**src/rtl/alarm_buzzer.sv**
```systemverilog
// Alarm buzzer: edge-triggered ring with stop key, ring timeout and gated square-wave tone.
// Optional snooze (SNOOZE state, limited count) is built only when ALARM_SNOOZE_EN is defined.
module alarm_buzzer #(
    parameter int TONE_HALF  = 12500,
    parameter int BEEP_HALF  = 12500000,
    parameter int RING_SEC   = 60,
    parameter int SNOOZE_SEC = 300,
    parameter int SNOOZE_MAX = 3
) (
    input  logic       clk_i,
    input  logic       reset_ni,
    input  logic       sec_en_i,
    input  logic       alarm_i,
    input  logic       stop_i,
    input  logic       snz_i,
    output logic       buzz_o,
    output logic       ringing_o,
    output logic       snoozing_o,
    output logic [1:0] snz_left_o
);

    localparam int SEC_MAX = (RING_SEC > SNOOZE_SEC) ? RING_SEC : SNOOZE_SEC;
    localparam int SEC_W   = (SEC_MAX   > 1) ? $clog2(SEC_MAX)   : 1;
    localparam int TONE_W  = (TONE_HALF > 1) ? $clog2(TONE_HALF) : 1;
    localparam int BEEP_W  = (BEEP_HALF > 1) ? $clog2(BEEP_HALF) : 1;

    localparam logic [SEC_W-1:0]  RING_LAST = SEC_W'(RING_SEC - 1);
    localparam logic [TONE_W-1:0] TONE_LAST = TONE_W'(TONE_HALF - 1);
    localparam logic [BEEP_W-1:0] BEEP_LAST = BEEP_W'(BEEP_HALF - 1);
    localparam logic [1:0]        SNZ_MAX   = SNOOZE_MAX[1:0];

    typedef enum logic [1:0] {
        ST_IDLE   = 2'd0,
`ifdef ALARM_SNOOZE_EN
        ST_SNOOZE = 2'd2,
`endif
        ST_RING   = 2'd1
    } state_e;

    state_e              state_q, state_d;
    logic                alarm_q;
    logic [SEC_W-1:0]    sec_cnt_q, sec_cnt_d;
    logic [TONE_W-1:0]   tone_cnt_q, tone_cnt_d;
    logic [BEEP_W-1:0]   beep_cnt_q, beep_cnt_d;
    logic                tone_q, tone_d;
    logic                beep_q, beep_d;
    logic                buzz_q, ringing_q;
    logic                rise;
    logic                enter_ring;

`ifdef ALARM_SNOOZE_EN
    localparam logic [SEC_W-1:0] SNOOZE_LAST = SEC_W'(SNOOZE_SEC - 1);
    logic       snoozing_q;
    logic [1:0] snz_left_q, snz_left_d;
`endif

    // Only a fresh match starts ringing, so a stop/timeout inside the match minute stays quiet.
    assign rise = alarm_i & ~alarm_q;

    always_comb begin
        state_d    = state_q;
        sec_cnt_d  = sec_cnt_q;
        enter_ring = 1'b0;
`ifdef ALARM_SNOOZE_EN
        snz_left_d = snz_left_q;
`endif
        case (state_q)
            ST_IDLE: begin
`ifdef ALARM_SNOOZE_EN
                snz_left_d = SNZ_MAX;
`endif
                if (rise) begin
                    state_d    = ST_RING;
                    enter_ring = 1'b1;
                    sec_cnt_d  = '0;
                end
            end
            ST_RING: begin
                if (stop_i) begin
                    state_d   = ST_IDLE;
                    sec_cnt_d = '0;
`ifdef ALARM_SNOOZE_EN
                end else if (snz_i && (snz_left_q != 2'd0)) begin
                    state_d    = ST_SNOOZE;
                    snz_left_d = snz_left_q - 2'd1;
                    sec_cnt_d  = '0;
`endif
                end else if (sec_en_i) begin
                    if (sec_cnt_q == RING_LAST) begin
                        state_d   = ST_IDLE;
                        sec_cnt_d = '0;
                    end else begin
                        sec_cnt_d = sec_cnt_q + 1'b1;
                    end
                end
            end
`ifdef ALARM_SNOOZE_EN
            ST_SNOOZE: begin
                if (stop_i) begin
                    state_d   = ST_IDLE;
                    sec_cnt_d = '0;
                end else if (sec_en_i) begin
                    if (sec_cnt_q == SNOOZE_LAST) begin
                        state_d    = ST_RING;
                        enter_ring = 1'b1;
                        sec_cnt_d  = '0;
                    end else begin
                        sec_cnt_d = sec_cnt_q + 1'b1;
                    end
                end
            end
`endif
            default: begin
                state_d   = ST_IDLE;
                sec_cnt_d = '0;
            end
        endcase
    end

    // Tone and beep generators restart high on every RING entry and idle low elsewhere.
    always_comb begin
        tone_cnt_d = '0;
        beep_cnt_d = '0;
        tone_d     = 1'b0;
        beep_d     = 1'b0;
        if (enter_ring) begin
            tone_d = 1'b1;
            beep_d = 1'b1;
        end else if (state_d == ST_RING) begin
            if (tone_cnt_q == TONE_LAST) begin
                tone_cnt_d = '0;
                tone_d     = ~tone_q;
            end else begin
                tone_cnt_d = tone_cnt_q + 1'b1;
                tone_d     = tone_q;
            end
            if (beep_cnt_q == BEEP_LAST) begin
                beep_cnt_d = '0;
                beep_d     = ~beep_q;
            end else begin
                beep_cnt_d = beep_cnt_q + 1'b1;
                beep_d     = beep_q;
            end
        end
    end

    always_ff @(posedge clk_i) begin
        if (!reset_ni) begin
            state_q    <= ST_IDLE;
            alarm_q    <= 1'b0;
            sec_cnt_q  <= '0;
            tone_cnt_q <= '0;
            beep_cnt_q <= '0;
            tone_q     <= 1'b0;
            beep_q     <= 1'b0;
            buzz_q     <= 1'b0;
            ringing_q  <= 1'b0;
`ifdef ALARM_SNOOZE_EN
            snoozing_q <= 1'b0;
            snz_left_q <= SNZ_MAX;
`endif
        end else begin
            state_q    <= state_d;
            alarm_q    <= alarm_i;
            sec_cnt_q  <= sec_cnt_d;
            tone_cnt_q <= tone_cnt_d;
            beep_cnt_q <= beep_cnt_d;
            tone_q     <= tone_d;
            beep_q     <= beep_d;
            buzz_q     <= (state_d == ST_RING) & tone_d & beep_d;
            ringing_q  <= (state_d == ST_RING);
`ifdef ALARM_SNOOZE_EN
            snoozing_q <= (state_d == ST_SNOOZE);
            snz_left_q <= snz_left_d;
`endif
        end
    end

    assign buzz_o    = buzz_q;
    assign ringing_o = ringing_q;

`ifdef ALARM_SNOOZE_EN
    assign snoozing_o = snoozing_q;
    assign snz_left_o = snz_left_q;
`else
    // Snooze key and count have no function in this build.
    logic [2:0] snz_unused;
    assign snz_unused = {snz_i, SNZ_MAX};
    assign snoozing_o = 1'b0;
    assign snz_left_o = 2'd0;
`endif

endmodule

```
**config.mk**
```make
export PLATFORM = sky130hd
export DESIGN_NAME = alarm_buzzer
export DESIGN_NICKNAME = d
export VERILOG_FILES = /design/src/rtl/alarm_buzzer.sv
export SDC_FILE = /design/constraint.sdc
export NUM_CORES = 1
export LEC_CHECK = 0
export ABC_AREA = 1
export BUFFER_PORTS_ARGS = -buffer_cell sky130_fd_sc_hd__buf_2
export CAP_MARGIN = 30
export CORE_ASPECT_RATIO = 0.6
export CORE_MARGIN = 8
export CORE_UTILIZATION = 35
export DETAILED_ROUTE_END_ITERATION = 6
export GPL_TIMING_DRIVEN = 0
export MAX_ROUTING_LAYER = met4
export SLEW_MARGIN = 20
export SYNTH_ARGS = -nofsm -noshare
export SYNTH_HDL_FRONTEND = slang
export SYNTH_SLANG_ARGS = --single-unit
export TNS_END_PERCENT = 5
```
**constraint.sdc**
```tcl
create_clock -name clk_i -period 1.3 [get_ports clk_i]
set_input_delay 0.13 -clock clk_i [delete_from_list [all_inputs] [get_ports clk_i]]
set_output_delay 0.13 -clock clk_i [all_outputs]
set_load 0.03 [all_outputs]
```
==> impl_metrics.py, run 1 <==
metrics = {
    "status": {
        "status": "finished, violations left",
        "violations": "setup timing",
    },
    "timing": {
        "hold_violations": 0,
        "timing.final.crit_share_pct": 112.8,
        "fin_worst_skew_ns": 0.006545,
        "setup_slack_ns": -0.1666,
        "report.final.slew_viol_count": 0,
        "tns_ns": -4.041,
        "period_needed_ns": 1.467,
        "rsz0062_at_grt": "true",
        "hold-worst-slack_ns": 0.06673,
        "fmax_mhz": 681.9,
        "finalSetupViolCount": 40,
    },
    "clock_network": {
        "cts.reportedPaths.clkPinSlew_ns": 0.07,
        "clock_path_buffers": 2,
        "cts_buffers": 5,
        "clockRootBuffer": "clkbuf_16",
        "clock_sinks": 54,
        "ctsHtreeMaxLevel": 2,
        "insertion_delay_ns": 0.30,
        "cts_hold_repair.buffers": 0,
        "cts_tree": "done",
    },
    "final_layout": {
        "seq_area_mm2": 0.001104,
        "layout-drive-gt1-share_pct": 32.06,
        "final_core_util_pct": 46.64,
        "multi_input_area_mm2": 0.001765,
        "fillCellCount": 760,
        "fin_nets": 454,
        "n_antenna_cell": 0,
        "syn_to_final_growth_pct": 28.65,
    },
    "logic_synthesis": {
        "synth.most_common_cell": "nand2_1",
        "synth_edf_count": 0,
        "synth_top_cells_by_area": "dfxtp_1 38%, nand2_1 13%, nor2_1 8.1%",
        "synth_area_leader_cell": "dfxtp_1",
        "synth_flop_cell": "dfxtp_1",
        "synthArstFlopShare_pct": 0,
        "yosys.area.top_type_share_pct": 37.68,
        "synth-seq-cells": 54,
        "synth.avg_cell_area_um2": 7.067,
        "synth_common_cells": "100 x nand2_1, 62 x nor2_1, 54 x dfxtp_1",
        "yosys_warnings": 0,
        "netlist_area_mm2": 0.002869,
        "synthDistinctLibCells": 32,
        "netlist_instances": 406,
        "ys_seq_area_share_pct": 37.68,
    },
    "global_routing": {
        "grt_pass1_vias": 2334,
        "grt_overflow": 0,
        "gr-usage-all-layers_pct": 12.32,
        "grt_pass1_wl_um": 11090,
        "antenna_found_initial": 0,
        "grt_max_degree": 16,
    },
    "floorplanning": {
        "fp.dieW_um": 132.9,
        "core_area_mm2": 0.007914,
        "fp.dieH_um": 86.13,
        "rows": 25,
        "start_util_pct": 36.25,
        "ioPinCount": 11,
        "die-area_mm2": 0.01145,
    },
    "critical_path": {
        "worst_path_most_repeated_cell": "buf_12",
        "required_ns": 1.48,
        "rr_startpoint": "beep_cnt_q[1]",
        "critPathTopFamily": "simple AND/OR/NAND/NOR gates",
        "cp-end-kind": "flip-flop",
        "slowest_stage": "dfxtp_2",
        "rrSetupSlack_ns": -0.17,
        "r2r_end": "beep_cnt_q[4]",
        "path_cells": "ha_4, nand2_8, inv_4, nand2_4, nor2_4, nand3_4, nand4_4, buf_12, buf_12, nor2_2",
        "cp-start-kind": "flip-flop",
        "worst-path-max-fanout": 5,
        "crit_buf_inv": 3,
        "reg2regPathDepth": 10,
        "cp_slowest_stage_delay_ns": 0.36,
        "critPathKind": "flip-flop to flip-flop",
        "cp.arrival_ns": 1.65,
    },
    "min_path": {
        "timing.hold.worst_path_depth": 3,
        "hold_start": "alarm_i",
        "worstHoldEndpoint": "alarm_q",
        "hold_path.class": "input pin to flip-flop",
    },
    "power_and_ir_drop": {
        "vdd_ir_drop_max_v": 0.0004670,
        "p_leak_nw": 1.446,
        "total_power_mw": 3.260,
        "power_density_mw_per_mm2": 883.3,
    },
    "placement": {
        "gp_congestion": 0.8740,
        "portBuffers": 5,
        "place_hpwl_um": 4599,
    },
    "detailed_routing": {
        "avgRoutedWirePerCell_um": 12.03,
        "drc": 0,
        "ant_nets": 0,
        "drtIter0Drc": 225,
        "drt-vias-per-instance": 4.652,
        "drt-total-wl_um": 6664,
        "first_pass_iters": 4,
        "num_vias": 2577,
    },
    "flow_run": {
        "cap_violations": 0,
    },
}
layer usage:
layer	GRT usage, %	share of wire [%]	up-vias	wire (um)
met1	17.62	53	1165	3536
met2	16.07	40	51	2637
met3	2.859	5.7	7	382
li1	-	-	1354	-
met4	4.611	1.6	0	107
met5	-	0	-	0
worst register-to-register path, stage by stage (launching register included):
cell,delay [ns]
dfxtp_2,0.36
ha_4,0.17
nand2_8,0.08
inv_4,0.07
nand2_4,0.05
nor2_4,0.11
nand3_4,0.09
nand4_4,0.14
buf_12,0.13
buf_12,0.12
nor2_2,0.04
metrics by stage:
step | area [um^2] | setup slack (ns) | cells
after floorplan | 2910 | -0.005327 | 409
after global routing | 3691 | -0.2361 | 554
final | 3691 | -0.1666 | 554
after CTS | 3492 | -0.1529 | 545
after global placement | 3070 | -0.1997 | 522
after detailed placement | 3070 | -0.2132 | 522
how the worst max path moves through the flow:
| stage | start | to | slack, ns | cells past startpoint |
|---|---|---|---|---|
| 2_1_floorplan | beep_cnt_q[0] | beep_cnt_q[4] | -0.005 | 9 |
| 3_3_place_gp | beep_cnt_q[0] | beep_cnt_q[4] | -0.20 | 9 |
| 3_5_place_dp | beep_cnt_q[0] | beep_cnt_q[3] | -0.21 | 9 |
| 4_1_cts | beep_cnt_q[0] | buzz_o | -0.15 | 9 |
| 5_1_grt | sec_cnt_q[1] | beep_cnt_q[11] | -0.24 | 9 |
| 6_report | beep_cnt_q[1] | beep_cnt_q[4] | -0.17 | 10 |
logic make-up after synthesis:
family | count (synthesis) | synth area share [%]
compound gates | 25 | 4.405
xor+xnor | 15 | 4.579
fa+ha+maj | 3 | 1.308
buf+inv | 61 | 8.896
flops | 54 | 37.68
other cells | 1 | 0.1307
simple gates | 247 | 43.00
area by class of cell:
class                           instances  share of cell area, %
Inverter                               55                  5.797
Buffer                                  6                  1.763
Sequential cell                        54                  29.90
Timing Repair Buffer                   28                  6.780
Clock buffer                            8                  4.271
Tap cell                              108                  3.661
Multi-Input combinational cell        295                  47.83
state kept, by name (all words and copies together), names as in the netlist:
register	cells
buzz_o	1
alarm_q	1
beep_q	1
sec_cnt_q	9
beep_cnt_q	24
ringing_o	1
state_q	2
tone_cnt_q	14
tone_q	1
power by group:
part | switching, mW | internal [mW] | total [mW]
clock network | 0.596 | 0.834 | 1.43
logic | 0.0935 | 0.0593 | 0.153
registers | 0.0103 | 1.67 | 1.68
repair_timing:
item,CTS,global route
gates resized for setup,31,46
setup buffers,13,9
pin swaps,9,15
gates cloned,2,0
endpoints found under the setup margin,49,50
cell usage in the layout, fill, tap and decap left out, types with 3 or more instances in the layout:
cell and n:
nand3b_1 4, nor2_4 7, nand2_4 3, nor2_1 46, nand3_1 16, nand2_2 16
xor2_1 9, nand2_1 90, buf_12 3, dfxtp_1 38, o21ai_0 5, clkbuf_16 6
conb_1 4, buf_4 22, nor2_2 24, a21oi_2 5, dfxtp_2 15, xnor2_1 6
nor3_1 8, a21oi_1 13, inv_1 46, nand4_1 10, nor3_4 5, inv_2 7
buf_2 5
(Power assumes the default switching activity.)
==> run 2: changes to the inputs <==
--- a/config.mk
+++ b/config.mk
@@ -10,10 +10,12 @@
 export CAP_MARGIN = 30
 export CORE_ASPECT_RATIO = 0.6
 export CORE_MARGIN = 8
-export CORE_UTILIZATION = 35
+export CORE_UTILIZATION = 55
 export DETAILED_ROUTE_END_ITERATION = 6
 export GPL_TIMING_DRIVEN = 0
 export MAX_ROUTING_LAYER = met4
+export PLACE_DENSITY = 0.75
+export REMOVE_ABC_BUFFERS = 1
 export SLEW_MARGIN = 20
 export SYNTH_ARGS = -nofsm -noshare
 export SYNTH_HDL_FRONTEND = slang
==> run 2 against run 1 <==
The flow still finishes with violations (setup timing). Clock power is 31% lower. Register-to-register slack is essentially flat. Utilization is 20 points higher. First-iteration DRC count fell by 18%. Wire length down 7.9%. Flip-flop and latch count is the same. Critical path type unchanged. Largest cell class unchanged. Largest power group unchanged.
==> impl_metrics.py, run 2 (synthesis results as in run 1) <==
metrics = {
    "status": {
        "status": "finished, violations left",
        "violations": "setup timing",
    },
    "floorplanning": {
        "rows": 20,
        "ioPinCount": 11,
        "start_util_pct": 56.76,
        "die-area_mm2": 0.007859,
        "fp.dieH_um": 71.95,
        "core_area_mm2": 0.005055,
        "fp.dieW_um": 109.2,
    },
    "power_and_ir_drop": {
        "switching_power_mw": 0.6933,
        "p_seq_share_pct": 60.1,
        "pwr-share-clk_pct": 35.2,
        "internal-power_mw": 2.094,
        "power_density_mw_per_mm2": 824.3,
        "vdd_ir_drop_max_v": 0.0006426,
        "comb_power_share_pct": 4.7,
        "p_leak_nw": 1.311,
        "p_sw_share_pct": 24.87,
    },
    "detailed_routing": {
        "drt-total-wl_um": 6140,
        "ant_nets": 0,
        "drc": 0,
        "first_pass_iters": 5,
        "drt-vias-per-instance": 5.079,
        "drtIter0Drc": 185,
        "num_vias": 2514,
        "avgRoutedWirePerCell_um": 12.40,
    },
    "timing": {
        "setup_slack_ns": -0.1519,
        "finalSetupViolCount": 43,
        "timing.final.crit_share_pct": 111.7,
        "fmax_mhz": 688.8,
        "hold-worst-slack_ns": 0.03760,
        "tns_ns": -2.590,
        "report.final.slew_viol_count": 0,
        "period_needed_ns": 1.452,
        "rsz0062_at_grt": "true",
        "hold_violations": 0,
        "fin_worst_skew_ns": 0.01548,
    },
    "global_routing": {
        "grt_pass1_wl_um": 10140,
        "antenna_found_initial": 0,
        "gr-usage-all-layers_pct": 16.56,
        "grt_pass1_vias": 2150,
        "grt_max_degree": 19,
        "grt_overflow": 0,
    },
    "clock_network": {
        "ctsHtreeMaxLevel": 2,
        "cts.reportedPaths.clkPinSlew_ns": 0.11,
        "cts_buffers": 5,
        "cts_tree": "done",
        "clockRootBuffer": "clkbuf_8",
        "clock_sinks": 54,
        "insertion_delay_ns": 0.31,
        "clock_path_buffers": 2,
        "cts_hold_repair.buffers": 0,
    },
    "min_path": {
        "timing.hold.worst_path_depth": 3,
        "hold_path.class": "input pin to flip-flop",
    },
    "final_layout": {
        "syn_to_final_growth_pct": 17.88,
        "n_antenna_cell": 0,
        "fin_nets": 437,
        "layout-drive-gt1-share_pct": 27.97,
        "largest_reg_flops": 24,
        "fillCellCount": 448,
        "final_common_cell": "nand2_1",
        "top_regs": "beep_cnt_q x24, tone_cnt_q x14, sec_cnt_q x9",
        "top_register": "beep_cnt_q",
        "final_cell_mix": "91 x nand2_1, 53 x nor2_1, 48 x inv_1",
    },
    "critical_path": {
        "r2r_end": "beep_cnt_q[19]",
        "cp-start-kind": "flip-flop",
        "cp.arrival_ns": 1.72,
        "required_ns": 1.57,
        "rr_startpoint": "beep_cnt_q[15]",
        "cp-endpoint": "beep_cnt_q[19]",
        "reg2regPathDepth": 7,
        "worst-path-max-fanout": 4,
        "cp-startpoint": "beep_cnt_q[15]",
        "rrSetupSlack_ns": -0.15,
        "critPathKind": "flip-flop to flip-flop",
        "cp-end-kind": "flip-flop",
    },
    "placement": {
        "portBuffers": 6,
        "gp_congestion": 0.9060,
        "place_hpwl_um": 4354,
    },
    "flow_run": {
        "cap_violations": 0,
    },
}
==> run 2: changes by cell type in the layout (fill, tap and decap cells not counted), moves of 3 or more <==
cell       before  now
inv_2           7    4
clkbuf_16       6    0
nor2_2         24   17
dfxtp_1        38   35
dfxtp_2        15   18
clkbuf_8        0    5
buf_4          22    9
nor2_1         46   53
==> run 2: repair_timing <==
action,in CTS,in global routing
gates resized for setup,36,38
pin swaps,19,6
endpoints found under the setup margin,49,51
setup buffers,12,0
gates cloned,1,0
==> run 2: layer usage <==
| layer | up-vias | part of all wire (%) | global-route usage, % | wire [um] |
|---|---|---|---|---|
| met5 | - | 0 | - | 0 |
| met2 | 71 | 39 | 20.90 | 2385 |
| met1 | 1123 | 52 | 25.37 | 3182 |
| met4 | 0 | 1.0 | 3.869 | 63 |
| li1 | 1313 | - | - | - |
| met3 | 7 | 8.3 | 3.714 | 508 |
==> run 2: worst min-delay path by stage <==
stage | startpoint | end | slack (ns)
after CTS | alarm_i | alarm_q | 0.03
final | alarm_i | alarm_q | 0.04
after global placement | alarm_i | alarm_q | 0.35
after floorplan | alarm_i | alarm_q | 0.22
after global routing | alarm_i | alarm_q | 0.06
after detailed placement | alarm_i | alarm_q | 0.37
==> run 2: through the flow <==
step	area, um^2	std cells	power, mW	setup WS (ns)	util, %
floorplan	2831	403	1.788	-0.1951	-
global placement	2944	475	1.814	-0.4159	58.24
detailed placement	2944	475	1.819	-0.4497	58.24
CTS	3308	496	2.811	-0.1366	65.45
global route	3382	495	2.892	-0.1999	66.91
finish	3382	495	2.788	-0.1519	66.91
==> run 2: power groups by stage <==
stage	sequential (mW)	clock, mW	combinational, mW
final	1.68	0.982	0.130
after floorplan	1.72	0	0.0709
after CTS	1.68	1.01	0.125
after global placement	1.71	0	0.100
after global routing	1.68	1.07	0.143
after detailed placement	1.71	0	0.104
==> run 2: layout make-up <==
| cell class | count | area, um^2 | share of cell area, % |
|---|---|---|---|
| multi-input combinational | 294 | 1734 | 51.28 |
| sequential | 54 | 1107 | 32.74 |
| inverter | 55 | 216.5 | 6.400 |
| timing repair buffer | 18 | 148.9 | 4.403 |
| tap | 66 | 82.58 | 2.442 |
| clock buffer | 5 | 68.82 | 2.035 |
| clock inverter | 3 | 23.77 | 0.7029 |
==> run 2: worst max-delay path: stages (launching register included) <==
cell and delay (ns):
dfxtp_1 0.43, nand2_1 0.10, nor2_1 0.26, nand4_1 0.13
nor2_1 0.23, xor2_1 0.17, nand2_1 0.06, inv_1 0.04
==> run 3: changes to the inputs <==
--- a/config.mk
+++ b/config.mk
@@ -16,6 +16,7 @@
 export MAX_ROUTING_LAYER = met4
 export PLACE_DENSITY = 0.75
 export REMOVE_ABC_BUFFERS = 1
+export SKIP_LAST_GASP = 1
 export SLEW_MARGIN = 20
 export SYNTH_ARGS = -nofsm -noshare
 export SYNTH_HDL_FRONTEND = slang
==> run 3 against run 2 <==
The flow still finishes with violations (setup timing). Non-clock buffer count is 4 higher. Worst setup slack worse by 0.019 ns. Clock skew is 0.0022 ns lower. Final area is 2.0% higher. Clock power is 0.9% higher. Wire length is 5.9% higher. Critical path type unchanged.
==> impl_metrics.py, run 3 (synthesis results as in run 1) <==
metrics = {
    "critical_path": {
        "slowest_stage": "dfxtp_2",
        "reg2regPathDepth": 11,
        "cp.arrival_ns": 1.70,
        "critPathKind": "flip-flop to flip-flop",
        "worst-path-max-fanout": 6,
        "rrSetupSlack_ns": -0.17,
        "cp-end-kind": "flip-flop",
        "required_ns": 1.53,
        "path_cells": "ha_4, nand2_8, inv_4, nand2_4, nor2_4, nand3_2, nand4_4, buf_6, inv_8, nand2_1, inv_1",
        "cp-start-kind": "flip-flop",
        "cp_slowest_stage_delay_ns": 0.37,
    },
    "global_routing": {
        "antenna_found_initial": 0,
        "grt_overflow": 0,
        "grt_max_degree": 19,
        "grt_pass1_vias": 2164,
        "gr-usage-all-layers_pct": 16.53,
        "grt_pass1_wl_um": 10130,
    },
    "floorplanning": {
        "fp.dieH_um": 71.95,
        "start_util_pct": 56.76,
        "fp.dieW_um": 109.2,
        "die-area_mm2": 0.007859,
        "rows": 20,
        "core_area_mm2": 0.005055,
        "ioPinCount": 11,
    },
    "final_layout": {
        "final_cell_mix": "89 x nand2_1, 53 x nor2_1, 49 x inv_1",
        "fin_nets": 442,
        "syn_to_final_growth_pct": 20.24,
        "final_common_cell": "nand2_1",
        "largest_reg_flops": 24,
        "layout-drive-gt1-share_pct": 28.34,
        "top_regs": "beep_cnt_q x24, tone_cnt_q x14, sec_cnt_q x9",
        "n_antenna_cell": 0,
        "top_register": "beep_cnt_q",
        "seq_area_mm2": 0.001105,
        "multi_input_area_mm2": 0.001750,
        "fillCellCount": 437,
        "finalInstanceArea_mm2": 0.003450,
    },
    "placement": {
        "place_ws_ns": -0.4497,
        "portBuffers": 6,
        "place_hpwl_um": 4354,
        "gp_congestion": 0.9060,
        "dpl_cell_area_mm2": 0.002944,
    },
    "min_path": {
        "hold_path.class": "input pin to flip-flop",
        "timing.hold.worst_path_depth": 3,
    },
    "timing": {
        "report.final.slew_viol_count": 0,
        "period_needed_ns": 1.471,
        "setup_slack_ns": -0.1707,
        "hold-worst-slack_ns": 0.03557,
        "timing.final.crit_share_pct": 113.1,
        "hold_violations": 0,
        "rsz0062_at_grt": "true",
        "finalSetupViolCount": 41,
        "fin_worst_skew_ns": 0.01328,
        "fmax_mhz": 680.0,
    },
    "detailed_routing": {
        "drtIter0Drc": 229,
        "drt-vias-per-instance": 5.196,
        "avgRoutedWirePerCell_um": 13.01,
        "drt-total-wl_um": 6505,
        "ant_nets": 0,
        "num_vias": 2598,
        "drc": 0,
        "first_pass_iters": 4,
    },
    "clock_network": {
        "clock_sinks": 54,
        "ctsHtreeMaxLevel": 2,
        "cts_buffers": 5,
        "clock_path_buffers": 2,
        "clockRootBuffer": "clkbuf_8",
        "cts_tree": "done",
        "cts.reportedPaths.clkPinSlew_ns": 0.11,
        "insertion_delay_ns": 0.31,
    },
    "power_and_ir_drop": {
        "power_density_mw_per_mm2": 812.0,
        "vdd_ir_drop_max_v": 0.0006412,
        "p_leak_nw": 1.330,
    },
    "status": {
        "violations": "setup timing",
        "status": "finished, violations left",
    },
    "flow_run": {
        "cap_violations": 0,
    },
}
[run 3: area by class of cell]
class | count | area share [%]
Multi-Input combinational cell | 295 | 50.74
Sequential cell | 54 | 32.03
Inverter | 55 | 6.347
Timing Repair Buffer | 22 | 5.803
Tap cell | 66 | 2.394
Clock buffer | 5 | 1.995
Clock inverter | 3 | 0.6892
[run 3: metrics by stage]
step	util (%)	setup TNS, ns	power, mW	cells
CTS	64.95	-3.705	2.811	496
global placement	58.24	-9.766	1.814	475
finish	68.24	-4.138	2.801	500
detailed placement	58.24	-10.91	1.819	475
floorplan	-	-2.434	1.788	403
global route	68.24	-7.858	2.896	500
[run 3: worst max-delay path, delay by kind of cell, from the launching register on]
| kind | cells | cell delay [ns] |
|---|---|---|
| flops | 1 | 0.37 |
| fa+ha+maj | 1 | 0.17 |
| buf+inv | 4 | 0.29 |
| simple gates | 6 | 0.55 |
[run 3: power by group]
part | switching, mW | leakage (nW) | total, mW | internal (mW)
clock | 0.604 | 0.0408 | 0.991 | 0.387
combinational | 0.0908 | 0.844 | 0.135 | 0.0437
sequential | 0.00982 | 0.445 | 1.68 | 1.67
total | 0.704 | 1.33 | 2.80 | 2.10
[run 3: routing by layer]
layer  vias to the layer above  GRT usage [%]  part of all wire (%)  wire (um)
met1                      1172          25.00                    51       3300
met3                        11          3.802                   7.9        516
met5                         -              -                     0          0
met2                        90          20.90                    40       2583
met4                         0          4.464                   1.6        105
li1                       1325              -                     -          -
[run 3: what timing repair did]
item,in CTS,in global routing
gates cloned,1,2
setup endpoints to repair,49,51
hold buffers,0,0
buffers inserted,12,3
pin swaps,10,11
gates resized for setup,28,47
[run 3: path summary, 6_finish.rpt]
path / endpoint / startpoint
worst min-delay path: alarm_q / alarm_i
worst min register to register: tone_cnt_q[13] / tone_cnt_q[13]
worst max register to register: beep_cnt_q[19] / beep_cnt_q[1]
worst max-delay path: beep_cnt_q[19] / beep_cnt_q[1]
